===== config.mk =====
export PLATFORM = sky130hd
export DESIGN_NAME = cbus_arb_flat
export DESIGN_NICKNAME = d
export VERILOG_FILES = /design/src/rtl/cbus_arb_pkg.sv /design/src/rtl/cbus_arb_if.sv /design/src/rtl/cbus_arb_rr_pick.sv /design/src/rtl/cbus_arb.sv /design/src/flat_wrapper.sv
export SDC_FILE = /design/constraint.sdc
export NUM_CORES = 1
export LEC_CHECK = 0
export ABC_AREA = 1
export ABC_CLOCK_PERIOD_IN_PS = 2100
export CORE_MARGIN = 1.5
export CORE_UTILIZATION = 35
export CTS_CLUSTER_DIAMETER = 40
export CTS_CLUSTER_SIZE = 16
export DETAILED_ROUTE_END_ITERATION = 10
export HOLD_SLACK_MARGIN = 0.05
export PLACE_DENSITY_LB_ADDON = 0.1
export SLEW_MARGIN = 20
export SYNTH_ARGS = -nofsm -noshare
export SYNTH_HDL_FRONTEND = slang
export SYNTH_HIERARCHICAL = 1
export SYNTH_SLANG_ARGS = --single-unit
export TNS_END_PERCENT = 1

===== constraint.sdc =====
create_clock -name clk -period 2.1 [get_ports clk]
set_input_delay 0.21 -clock clk [delete_from_list [all_inputs] [get_ports clk]]
set_output_delay 0.21 -clock clk [all_outputs]
set_load 0.02 [all_outputs]

===== src/rtl/cbus_arb_pkg.sv =====
`default_nettype none
// ============================================================================
//  Module   : cbus_arb_pkg
//  Purpose  : Shared types and constants for the core-bus round-robin arbiter.
//  Revision : 1.0  initial release
// ============================================================================
package cbus_arb_pkg;

    localparam int CBUS_MASTER_NUM      = 4;
    localparam int CBUS_ARB_TIMEOUT_DEF = 255;
    localparam int CORE_UID_W           = 2;
    localparam int CBUS_ARB_ST_W        = 1;

    typedef logic [CORE_UID_W-1:0] CoreUidBus;

    typedef enum logic [CBUS_ARB_ST_W-1:0] {
        CBUS_ARB_ST_IDLE = 1'b0,
        CBUS_ARB_ST_BUSY = 1'b1
    } cbus_arb_st_e;

    function automatic logic [CBUS_MASTER_NUM-1:0] uid2onehot(input CoreUidBus uid);
        logic [CBUS_MASTER_NUM-1:0] oh;
        oh      = '0;
        oh[uid] = 1'b1;
        return oh;
    endfunction

endpackage
`default_nettype wire


===== src/rtl/cbus_arb_if.sv =====
`default_nettype none
// ============================================================================
//  Module   : cbus_arb_if
//  Purpose  : Request/grant bundle between the bus masters and the arbiter.
//  Revision : 1.0  initial release
// ============================================================================
interface cbus_arb_if;
    import cbus_arb_pkg::*;

    logic      m0_req;
    logic      m1_req;
    logic      m2_req;
    logic      m3_req;
    logic      m_ack;
    logic      m0_grnt;
    logic      m1_grnt;
    logic      m2_grnt;
    logic      m3_grnt;
    logic      arb_busy;
    CoreUidBus arb_owner;
    logic      arb_timeout;
    CoreUidBus arb_timeout_uid;

    // Requesting side: drives requests and the slave accept, observes grants.
    modport master (
        output m0_req, m1_req, m2_req, m3_req, m_ack,
        input  m0_grnt, m1_grnt, m2_grnt, m3_grnt,
        input  arb_busy, arb_owner, arb_timeout, arb_timeout_uid
    );

    // Arbiter side.
    modport slave (
        input  m0_req, m1_req, m2_req, m3_req, m_ack,
        output m0_grnt, m1_grnt, m2_grnt, m3_grnt,
        output arb_busy, arb_owner, arb_timeout, arb_timeout_uid
    );

endinterface
`default_nettype wire


===== src/rtl/cbus_arb_rr_pick.sv =====
`default_nettype none
// ============================================================================
//  Module   : cbus_arb_rr_pick
//  Purpose  : Combinational round-robin selector starting after i_ptr.
//  Revision : 1.0  initial release
// ============================================================================
module cbus_arb_rr_pick
    import cbus_arb_pkg::*;
(
    input  wire logic [CBUS_MASTER_NUM-1:0] i_req,
    input  wire logic [CBUS_MASTER_NUM-1:0] i_mask,
    input  wire CoreUidBus                  i_ptr,
    output logic                            o_valid,
    output CoreUidBus                       o_uid
);

    logic [CBUS_MASTER_NUM-1:0] w_elig;
    CoreUidBus                  w_cand;

    // Walk offsets from farthest to nearest so the nearest eligible uid wins.
    always_comb begin
        w_elig  = i_req & ~i_mask;
        w_cand  = i_ptr;
        o_valid = 1'b0;
        o_uid   = '0;
        for (int k = CBUS_MASTER_NUM; k >= 1; k--) begin
            w_cand = i_ptr + CoreUidBus'(k);
            if (w_elig[w_cand]) begin
                o_valid = 1'b1;
                o_uid   = w_cand;
            end
        end
    end

endmodule
`default_nettype wire


===== src/rtl/cbus_arb.sv =====
`default_nettype none
// ============================================================================
//  Module   : cbus_arb
//  Purpose  : 4-master round-robin core-bus arbiter with zero-bubble handoff.
//             Optional watchdog release enabled by CBUS_ARB_TIMEOUT_EN.
//  Revision : 1.0  initial release
// ============================================================================
module cbus_arb
    import cbus_arb_pkg::*;
#(
    parameter int TIMEOUT_W      = 8,
    parameter int TIMEOUT_CYCLES = CBUS_ARB_TIMEOUT_DEF
) (
    input  wire logic   clk,
    input  wire logic   reset,
    cbus_arb_if.slave   bus
);

    cbus_arb_st_e               r_state;
    cbus_arb_st_e               w_state_nxt;
    CoreUidBus                  r_owner;
    CoreUidBus                  w_owner_nxt;
    CoreUidBus                  r_ptr;
    CoreUidBus                  w_ptr_nxt;
    logic [CBUS_MASTER_NUM-1:0] r_grnt;
    logic [CBUS_MASTER_NUM-1:0] w_grnt_nxt;

    logic [CBUS_MASTER_NUM-1:0] w_req;
    logic                       w_busy;
    logic                       w_owner_req;
    logic                       w_wd_expire;
    logic                       w_release;
    CoreUidBus                  w_pick_ptr;
    logic [CBUS_MASTER_NUM-1:0] w_pick_mask;
    logic                       w_pick_valid;
    CoreUidBus                  w_pick_uid;

    assign w_req       = {bus.m3_req, bus.m2_req, bus.m1_req, bus.m0_req};
    assign w_busy      = (r_state == CBUS_ARB_ST_BUSY);
    assign w_owner_req = w_req[r_owner];
    assign w_release   = w_busy & ((bus.m_ack & w_owner_req) | ~w_owner_req | w_wd_expire);

    // While busy, the owner becomes the pointer and is masked so it ranks last.
    assign w_pick_ptr  = w_busy ? r_owner : r_ptr;
    assign w_pick_mask = w_busy ? uid2onehot(r_owner) : '0;

    cbus_arb_rr_pick u_pick (
        .i_req   (w_req),
        .i_mask  (w_pick_mask),
        .i_ptr   (w_pick_ptr),
        .o_valid (w_pick_valid),
        .o_uid   (w_pick_uid)
    );

    always_ff @(posedge clk) begin
        if (reset) begin
            r_state <= CBUS_ARB_ST_IDLE;
            r_owner <= '0;
            r_ptr   <= CoreUidBus'(CBUS_MASTER_NUM - 1);
            r_grnt  <= '0;
        end else begin
            r_state <= w_state_nxt;
            r_owner <= w_owner_nxt;
            r_ptr   <= w_ptr_nxt;
            r_grnt  <= w_grnt_nxt;
        end
    end

    always_comb begin
        w_state_nxt = r_state;
        w_owner_nxt = r_owner;
        w_ptr_nxt   = r_ptr;
        w_grnt_nxt  = r_grnt;
        case (r_state)
            CBUS_ARB_ST_IDLE: begin
                if (w_pick_valid) begin
                    w_state_nxt = CBUS_ARB_ST_BUSY;
                    w_owner_nxt = w_pick_uid;
                    w_grnt_nxt  = uid2onehot(w_pick_uid);
                end
            end
            CBUS_ARB_ST_BUSY: begin
                if (w_release) begin
                    w_ptr_nxt = r_owner;
                    if (w_pick_valid) begin
                        w_owner_nxt = w_pick_uid;
                        w_grnt_nxt  = uid2onehot(w_pick_uid);
                    end else begin
                        w_state_nxt = CBUS_ARB_ST_IDLE;
                        w_owner_nxt = '0;
                        w_grnt_nxt  = '0;
                    end
                end
            end
            default: begin
                w_state_nxt = CBUS_ARB_ST_IDLE;
                w_owner_nxt = '0;
                w_grnt_nxt  = '0;
            end
        endcase
    end

`ifdef CBUS_ARB_TIMEOUT_EN
    localparam logic [TIMEOUT_W-1:0] c_TMO_LAST = TIMEOUT_W'(TIMEOUT_CYCLES - 1);

    logic [TIMEOUT_W-1:0] r_wd_cnt;
    logic                 r_timeout;
    CoreUidBus            r_timeout_uid;
    logic                 w_tmo_fire;

    // Counter value c_TMO_LAST marks the TIMEOUT_CYCLES-th busy cycle without accept.
    assign w_wd_expire = w_busy & (r_wd_cnt == c_TMO_LAST);
    assign w_tmo_fire  = w_wd_expire & w_owner_req & ~bus.m_ack;

    always_ff @(posedge clk) begin
        if (reset) begin
            r_wd_cnt      <= '0;
            r_timeout     <= 1'b0;
            r_timeout_uid <= '0;
        end else begin
            if (!w_busy || w_release || bus.m_ack) begin
                r_wd_cnt <= '0;
            end else begin
                r_wd_cnt <= r_wd_cnt + 1'b1;
            end
            r_timeout     <= w_tmo_fire;
            r_timeout_uid <= w_tmo_fire ? r_owner : '0;
        end
    end

    assign bus.arb_timeout     = r_timeout;
    assign bus.arb_timeout_uid = r_timeout_uid;
`else
    logic [TIMEOUT_W-1:0] w_unused_tmo;

    assign w_unused_tmo        = TIMEOUT_W'(TIMEOUT_CYCLES);
    assign w_wd_expire         = 1'b0;
    assign bus.arb_timeout     = 1'b0;
    assign bus.arb_timeout_uid = '0;
`endif

    assign bus.m0_grnt   = r_grnt[0];
    assign bus.m1_grnt   = r_grnt[1];
    assign bus.m2_grnt   = r_grnt[2];
    assign bus.m3_grnt   = r_grnt[3];
    assign bus.arb_busy  = w_busy;
    assign bus.arb_owner = r_owner;

endmodule
`default_nettype wire

===== src/flat_wrapper.sv =====
// flat-port wrapper written by rule: the top's interface ports become plain ports
module cbus_arb_flat import cbus_arb_pkg::*;
#(
    parameter int TIMEOUT_W      = 8,
    parameter int TIMEOUT_CYCLES = CBUS_ARB_TIMEOUT_DEF
)
  (clk, reset, bus_m0_req, bus_m1_req, bus_m2_req, bus_m3_req, bus_m_ack, bus_m0_grnt, bus_m1_grnt, bus_m2_grnt, bus_m3_grnt, bus_arb_busy, bus_arb_owner, bus_arb_timeout, bus_arb_timeout_uid);
  cbus_arb_if bus_i ();
  input  wire logic clk;
  input  wire logic reset;
  input wire logic [$bits(bus_i.m0_req)-1:0] bus_m0_req;
  input wire logic [$bits(bus_i.m1_req)-1:0] bus_m1_req;
  input wire logic [$bits(bus_i.m2_req)-1:0] bus_m2_req;
  input wire logic [$bits(bus_i.m3_req)-1:0] bus_m3_req;
  input wire logic [$bits(bus_i.m_ack)-1:0] bus_m_ack;
  output wire logic [$bits(bus_i.m0_grnt)-1:0] bus_m0_grnt;
  output wire logic [$bits(bus_i.m1_grnt)-1:0] bus_m1_grnt;
  output wire logic [$bits(bus_i.m2_grnt)-1:0] bus_m2_grnt;
  output wire logic [$bits(bus_i.m3_grnt)-1:0] bus_m3_grnt;
  output wire logic [$bits(bus_i.arb_busy)-1:0] bus_arb_busy;
  output wire logic [$bits(bus_i.arb_owner)-1:0] bus_arb_owner;
  output wire logic [$bits(bus_i.arb_timeout)-1:0] bus_arb_timeout;
  output wire logic [$bits(bus_i.arb_timeout_uid)-1:0] bus_arb_timeout_uid;
  assign bus_i.m0_req = bus_m0_req;
  assign bus_i.m1_req = bus_m1_req;
  assign bus_i.m2_req = bus_m2_req;
  assign bus_i.m3_req = bus_m3_req;
  assign bus_i.m_ack = bus_m_ack;
  assign bus_m0_grnt = bus_i.m0_grnt;
  assign bus_m1_grnt = bus_i.m1_grnt;
  assign bus_m2_grnt = bus_i.m2_grnt;
  assign bus_m3_grnt = bus_i.m3_grnt;
  assign bus_arb_busy = bus_i.arb_busy;
  assign bus_arb_owner = bus_i.arb_owner;
  assign bus_arb_timeout = bus_i.arb_timeout;
  assign bus_arb_timeout_uid = bus_i.arb_timeout_uid;
  cbus_arb #(.TIMEOUT_W(TIMEOUT_W), .TIMEOUT_CYCLES(TIMEOUT_CYCLES)) u_core (.clk(clk), .reset(reset), .bus(bus_i));
endmodule

==> results of run 1 <==
==> kinds of logic (layout without fill, tap and decap cells) <==
family / after synthesis / after routing / share of synthesized area [%]
buffers and inverters: 30 / 47 / 18.3
and+or+nand+nor: 85 / 85 / 50.7
other: 1 / 3 / 0.476
AOI/OAI and AO/OA: 9 / 9 / 6.52
xor gates and xnor gates: 1 / 1 / 1.11
DFF: 9 / 9 / 22.9
==> sequential cells by signal (all words and copies together) (netlist names) <==
| register | count |
|---|---|
| u_core/r_grnt | 4 |
| u_core/bus.arb_owner | 2 |
| u_core/r_ptr | 2 |
| u_core/bus.arb_busy | 1 |
==> stage by stage <==
step / worst slack [ns] / std cells
floorplan: 0.0723 / 137
global placement: 0.225 / 176
detailed placement: 0.147 / 176
CTS: 0.129 / 180
global route: 0.0168 / 181
finish: 0.263 / 181
==> routing by layer <==
layer / vias up / wire length (um)
met3: 2 / 50
met1: 356 / 881
met5: - / 0
li1: 447 / -
met4: 0 / 21
met2: 13 / 695
==> critical path, cell delays in order, from the launching register on <==
cell and delay, ns:
dfxtp_1 0.36, inv_1 0.08, buf_4 0.13, nor3_1 0.12, inv_1 0.07, nand3_1 0.08, nand2_1 0.06, nand2_1 0.08
nand2_1 0.06, inv_1 0.05, nand2_1 0.05, nand2_1 0.05, nand2_1 0.04, nand2_1 0.05, inv_1 0.05, buf_4 0.13
nand3_1 0.09, nand3_2 0.07, nand2_1 0.06, nor2_1 0.04
==> layout make-up <==
type	count	area [um2]
clock buffers	4	26.3
fillers	228	1040
inverters	23	86.3
multi-input cells	98	487
flip-flops and latches	9	181
well taps	27	33.8
repair buffers	20	183
==> repair_timing <==
item / CTS / global route
setup endpoints to repair: 0 / 5
endpoints found under the hold margin: 0 / 0
hold buffers: 0 / 0
gates resized for setup: 0 / 5
setup buffers: 0 / 1
==> cell usage in the layout, fill, tap and decap left out, drive strengths merged <==
cell,netlist,routed
nor3,1,1
clkdlybuf4s50,0,13
nand2,47,47
a21oi,8,8
clkbuf,0,4
nand3,25,25
xnor2,1,1
conb,1,3
a21boi,1,1
dfxtp,9,9
buf,7,7
inv,21,21
clkinv,2,2
nor2,12,12
==> worst max-delay path by stage <==
stage,end,slack [ns],depth (start not counted)
final,u_core/r_grnt[0]$_SDFFE_PP0P_,0.26,19
after global routing,u_core/r_grnt[2]$_SDFFE_PP0P_,0.02,19
after CTS,u_core/r_grnt[3]$_SDFFE_PP0P_,0.13,16
after detailed placement,u_core/r_grnt[3]$_SDFFE_PP0P_,0.15,16
after global placement,u_core/r_grnt[3]$_SDFFE_PP0P_,0.23,16
after floorplan,u_core/r_grnt[3]$_SDFFE_PP0P_,0.07,17
==> where the power goes <==
group,leakage [nW],switching (mW),internal (mW)
Clock,0.0150,0.0609,0.0732
Sequential,0.0750,0.0407,0.234
Combinational,0.456,0.585,0.437
Total,0.546,0.686,0.744
==> impl_metrics.yaml, run 1 <==
clock_tree:
  h-tree-depth: 1
  numCtsBuffers: 3
  cts_tree: "built"
  numClockSinks: 9
  insertion_delay_ns: 0.26
  clk_pin_slew_worst_paths_ns: 0.06
  clockBufferDepth: 2
  clockRootBuffer: "clkbuf_4"
floorplanning:
  dieWidth_um: 50.4
  die_y_um: 50.4
  rows: 16
  start_util_pct: 38.5
  die_area_um2: 2540
  core_area_um2: 2040
  boundaryPins: 17
timing:
  rsz0062_at_grt: "false"
  finalCritPeriodShare_pct: 87.5
  hold_viol_final: 0
  hold_slack_ns: 0.466
  drv_slew: 0
  max_freq_ghz: 0.544
  fin_setup_tns_ns: 0
  skew_ns: 0.00330
  period_minus_slack_ns: 1.84
  finalSetupViolations: 0
yosys:
  synth.distinct_cells: 18
  synthesis.area_um2: 787
  synth_ff_type: "dfxtp_1"
  yosysMostFrequentCell: "nand2_1"
  ys_seq_area_share_pct: 22.9
  yosys-top-cells-count: "nand2_1 (43), nand3_1 (19), inv_1 (18)"
  synth_edf_count: 0
  ys_ff_latch: 9
  netlist_top_cells_area: "dfxtp_1 (23%), nand2_1 (21%), nand3_1 (12%)"
  avgSynthCellArea_um2: 5.83
  synthArstFlopShare_pct: 0
  yosysWarnings: 6
  yosysTopAreaCellShare_pct: 22.9
  yosys.area.top_type: "dfxtp_1"
  synthCells: 135
grt:
  grt-ovfl-total: 0
  grt_pass1_vias: 681
  grt_max_degree: 14
  met3_usage_pct: 1.19
  met1_usage_pct: 20.4
  grt_first_pass_wirelength_mm: 2.82
  grtUsageTotal_pct: 14.0
  top_usage_layer: "met2"
  antenna_found_initial: 0
  met2_usage_pct: 20.6
pwr:
  p_leak_nw: 0.546
  total_power_mw: 1.43
  vdd_drop_max_uv: 689
  powerDensity_nw_per_um2: 1430
route:
  drtIter0Drc: 14
  drt_first_pass_iters: 4
  viasPerCell: 4.52
  vias: 818
  ant_nets: 0
  wl_per_cell_um: 9.11
  wl_mm: 1.65
  drc: 0
cells_and_area:
  finalCoreUtilization_pct: 48.8
  drive_above_1_share_pct: 18.8
  insertedDiodeCount: 0
  layout.nets: 162
  final_cell_area_um2: 997
  area_delta_synth_final_pct: 26.7
place:
  place_hpwl_mm: 1.29
  place_area_um2: 946
  gp_congestion: 0.759
  io_buffers: 13
worst_hold_path:
  hold_depth: 2
  min_to: "u_core/r_ptr[1]$_SDFFE_PP1P_"
  worstHoldStart: "u_core/r_ptr[1]$_SDFFE_PP1P_"
  hp-class: "flip-flop to flip-flop"
setup_path:
  rrSetupSlack_ns: 0.26
  arrival_ns: 2.00
  crit_fanout: 4
  crit-reg2reg-capture: "u_core/r_grnt[0]$_SDFFE_PP0P_"
  crit_start: "u_core/bus.arb_busy$_SDFF_PP0_"
  cp-end-kind: "flip-flop"
  critical_path_class: "flip-flop to flip-flop"
  timing.rr.start: "u_core/bus.arb_busy$_SDFF_PP0_"
  critPathLaunchType: "flip-flop"
  required_ns: 2.26
  rr_worst_depth: 19
run:
  cap_violations: 0
status:
  status: "finished, final reports clean"
Note: power is estimated with default switching activity, not from simulation.
==> inputs of run 2 (changes only) <==
Settings changed: SKIP_CTS_REPAIR_TIMING set to 1.
==> results of run 2 <==
Same layout as run 1: the final DEF is identical, and so are final timing and power.
==> inputs of run 3 (changes only) <==
--- a/config.mk
+++ b/config.mk
@@ -15,4 +15,5 @@
 export HOLD_SLACK_MARGIN = 0.05
 export PLACE_DENSITY_LB_ADDON = 0.1
+export RECOVER_POWER = 50
 export SKIP_CTS_REPAIR_TIMING = 1
 export SLEW_MARGIN = 20
==> constraint.sdc (replaced) <==
create_clock -name clk -period 2.1 [get_ports clk]
set_input_delay 0.21 -clock clk [delete_from_list [all_inputs] [get_ports clk]]
set_output_delay 0.21 -clock clk [all_outputs]
set_load 0.05 [all_outputs]
==> run 3 against run 2 <==
Power rose by 4.2%; worst setup slack got worse by 0.037 ns; critical endpoint is now u_core/r_grnt[3]$_SDFFE_PP0P_; combinational power increased by 6%; maximum frequency decreased by 2.0%; worst hold slack improved by 0.0051 ns; die area unchanged; core utilization decreased by 0.74 points; first-iteration DRC count down 14%; sequential share of layout area grew 0.79 points.
==> impl_metrics.yaml, run 3 (synthesis gave the netlist of run 1 again) <==
status:
  status: "finished, final reports clean"
setup_path:
  path_buf_inv: 5
  crit-reg2reg-capture: "u_core/r_grnt[3]$_SDFFE_PP0P_"
  rrSetupSlack_ns: 0.23
  crit_start: "u_core/bus.arb_busy$_SDFF_PP0_"
  critical_path_class: "flip-flop to flip-flop"
  crit_top_cell: "nand2_1"
  worstSetupPathDepth: 19
  crit_fanout: 6
  required_ns: 2.30
  crit_chain: "inv_1 -> buf_4 -> nor3_1 -> inv_1 -> nand3_1 -> nand2_1 -> nand2_1 -> nand2_1 -> inv_1 -> nand2_1 -> nand2_1 -> nand2_1 -> nand2_1 -> inv_1 -> a21oi_2 -> nand2_1 -> nand3_2 -> nand2_1 -> nor2_1"
  critPathTopFamily: "simple AND/OR/NAND/NOR gates"
  critical_path.slowest_cell: "dfxtp_4"
  rr_worst_depth: 19
  arrival_ns: 2.07
  cp-end-kind: "flip-flop"
  timing.rr.start: "u_core/bus.arb_busy$_SDFF_PP0_"
  critPathLaunchType: "flip-flop"
  cpPeakStageDelay_ns: 0.37
route:
  drt_first_pass_iters: 4
  vias: 822
  drtIter0Drc: 12
  viasPerCell: 4.59
  wl_mm: 1.67
  ant_nets: 0
  wl_per_cell_um: 9.30
  drc: 0
floorplanning:
  rows: 16
  boundaryPins: 17
  die_y_um: 50.4
  start_util_pct: 38.5
  core_area_um2: 2040
  dieWidth_um: 50.4
  die_area_um2: 2540
grt:
  grtUsageTotal_pct: 13.4
  antenna_found_initial: 0
  grt_max_degree: 14
  grt-ovfl-total: 0
  grt_pass1_vias: 685
  grt_first_pass_wirelength_mm: 2.73
timing:
  final.setup.worst_slack_ns: 0.226
  finalSetupViolations: 0
  slew_headroom_pct: 66.4
  skew_ns: 0.000930
  hold_viol_final: 0
  fin_setup_tns_ns: 0
  rsz0062_at_grt: "false"
  max_freq_ghz: 0.534
  period_minus_slack_ns: 1.87
  drv_slew: 0
  tightest_slew_ns: 0.502
  finalCritPeriodShare_pct: 89.3
  hold_slack_ns: 0.471
clock_tree:
  clockBufferDepth: 2
  numClockSinks: 9
  insertion_delay_ns: 0.25
  clockRootBuffer: "clkbuf_4"
  cts_tree: "built"
  numCtsBuffers: 3
  h-tree-depth: 1
  clk_pin_slew_worst_paths_ns: 0.06
cells_and_area:
  top_register: "u_core/r_grnt"
  area_delta_synth_final_pct: 24.8
  largest_register_ffs: 4
  ff_latch_area_um2: 186
  insertedDiodeCount: 0
  layout.nets: 160
  drive_above_1_share_pct: 17.8
  fillerInstances: 243
  final_common_cell: "nand2_1"
  multiInputGateArea_um2: 482
  mostFrequentLayoutCells: "nand2_1 (43), nand3_1 (19), inv_1 (18)"
worst_hold_path:
  min_to: "u_core/r_ptr[1]$_SDFFE_PP1P_"
  hold_depth: 2
  hp-class: "flip-flop to flip-flop"
  worstHoldStart: "u_core/r_ptr[1]$_SDFFE_PP1P_"
pwr:
  clockPowerShare_pct: 8.6
  p_switching_mw: 0.789
  combPwrFrac_pct: 72.4
  p_leak_nw: 0.547
  powerDensity_nw_per_um2: 1520
  seqPwrFrac_pct: 19.0
  p_sw_share_pct: 52.9
  p_int_mw: 0.702
  vdd_drop_max_uv: 720
place:
  place_hpwl_mm: 1.31
  dp_slack_ns: 0.111
  gp_congestion: 0.763
  io_buffers: 13
run:
  cap_violations: 0
-- run 3: cell types whose count changed in the layout (fill, tap and decap cells not counted), sizes merged --
cell	before	now
buf	7	5
clkdlybuf4s50	13	9
dlygate4sd3	0	4
-- run 3: cell type report --
type                    count  share of cell area [%]
clock buffers               4                    2.68
multi-input cells          98                    49.0
repair buffers             18                    17.1
inverters                  23                    8.79
flip-flops and latches      9                    19.0
well taps                  27                    3.44
-- run 3: worst reg2reg max path: stages (launching register included) --
cell     delay, ns
dfxtp_4       0.37
inv_1         0.07
buf_4         0.13
nor3_1        0.13
inv_1         0.07
nand3_1       0.09
nand2_1       0.08
nand2_1       0.08
nand2_1       0.06
inv_1         0.05
nand2_1       0.06
nand2_1       0.06
nand2_1       0.04
nand2_1       0.05
inv_1         0.06
a21oi_2       0.14
nand2_1       0.08
nand3_2       0.07
nand2_1       0.06
nor2_1        0.08
-- run 3: power groups by stage --
stage | Sequential, mW | Clock, mW | Combinational [mW]
6_report | 0.283 | 0.129 | 1.08
5_1_grt | 0.292 | 0.145 | 1.20
4_1_cts | 0.281 | 0.136 | 1.08
3_5_place_dp | 0.283 | 0 | 1.07
3_3_place_gp | 0.283 | 0 | 1.06
2_1_floorplan | 0.446 | 0 | 0.685
-- run 3: worst max path at each step --
stage                                    end  slack [ns]
6_report       u_core/r_grnt[3]$_SDFFE_PP0P_        0.23
3_5_place_dp   u_core/r_grnt[3]$_SDFFE_PP0P_        0.11
5_1_grt        u_core/r_grnt[1]$_SDFFE_PP0P_       0.004
2_1_floorplan  u_core/r_grnt[3]$_SDFFE_PP0P_       0.006
3_3_place_gp   u_core/r_grnt[3]$_SDFFE_PP0P_        0.16
4_1_cts        u_core/r_grnt[3]$_SDFFE_PP0P_        0.09
-- run 3: routing by layer --
layer | up-vias | GRT usage, % | share of wire, %
li1 | 444 | - | -
met3 | 2 | 2.08 | 5.4
met5 | - | 0 | 0
met1 | 357 | 18.0 | 48
met2 | 19 | 21.3 | 46
met4 | 0 | 5.41 | 1.0
-- run 3: through the flow --
| stage | power (mW) | utilization (%) | area (um2) | std cells |
|---|---|---|---|---|
| after floorplan | 1.13 | - | 797 | 137 |
| after global placement | 1.35 | 46.1 | 941 | 175 |
| after detailed placement | 1.35 | 46.1 | 941 | 175 |
| after CTS | 1.49 | 47.4 | 967 | 179 |
| after global routing | 1.64 | 48.1 | 982 | 179 |
| final | 1.49 | 48.1 | 982 | 179 |
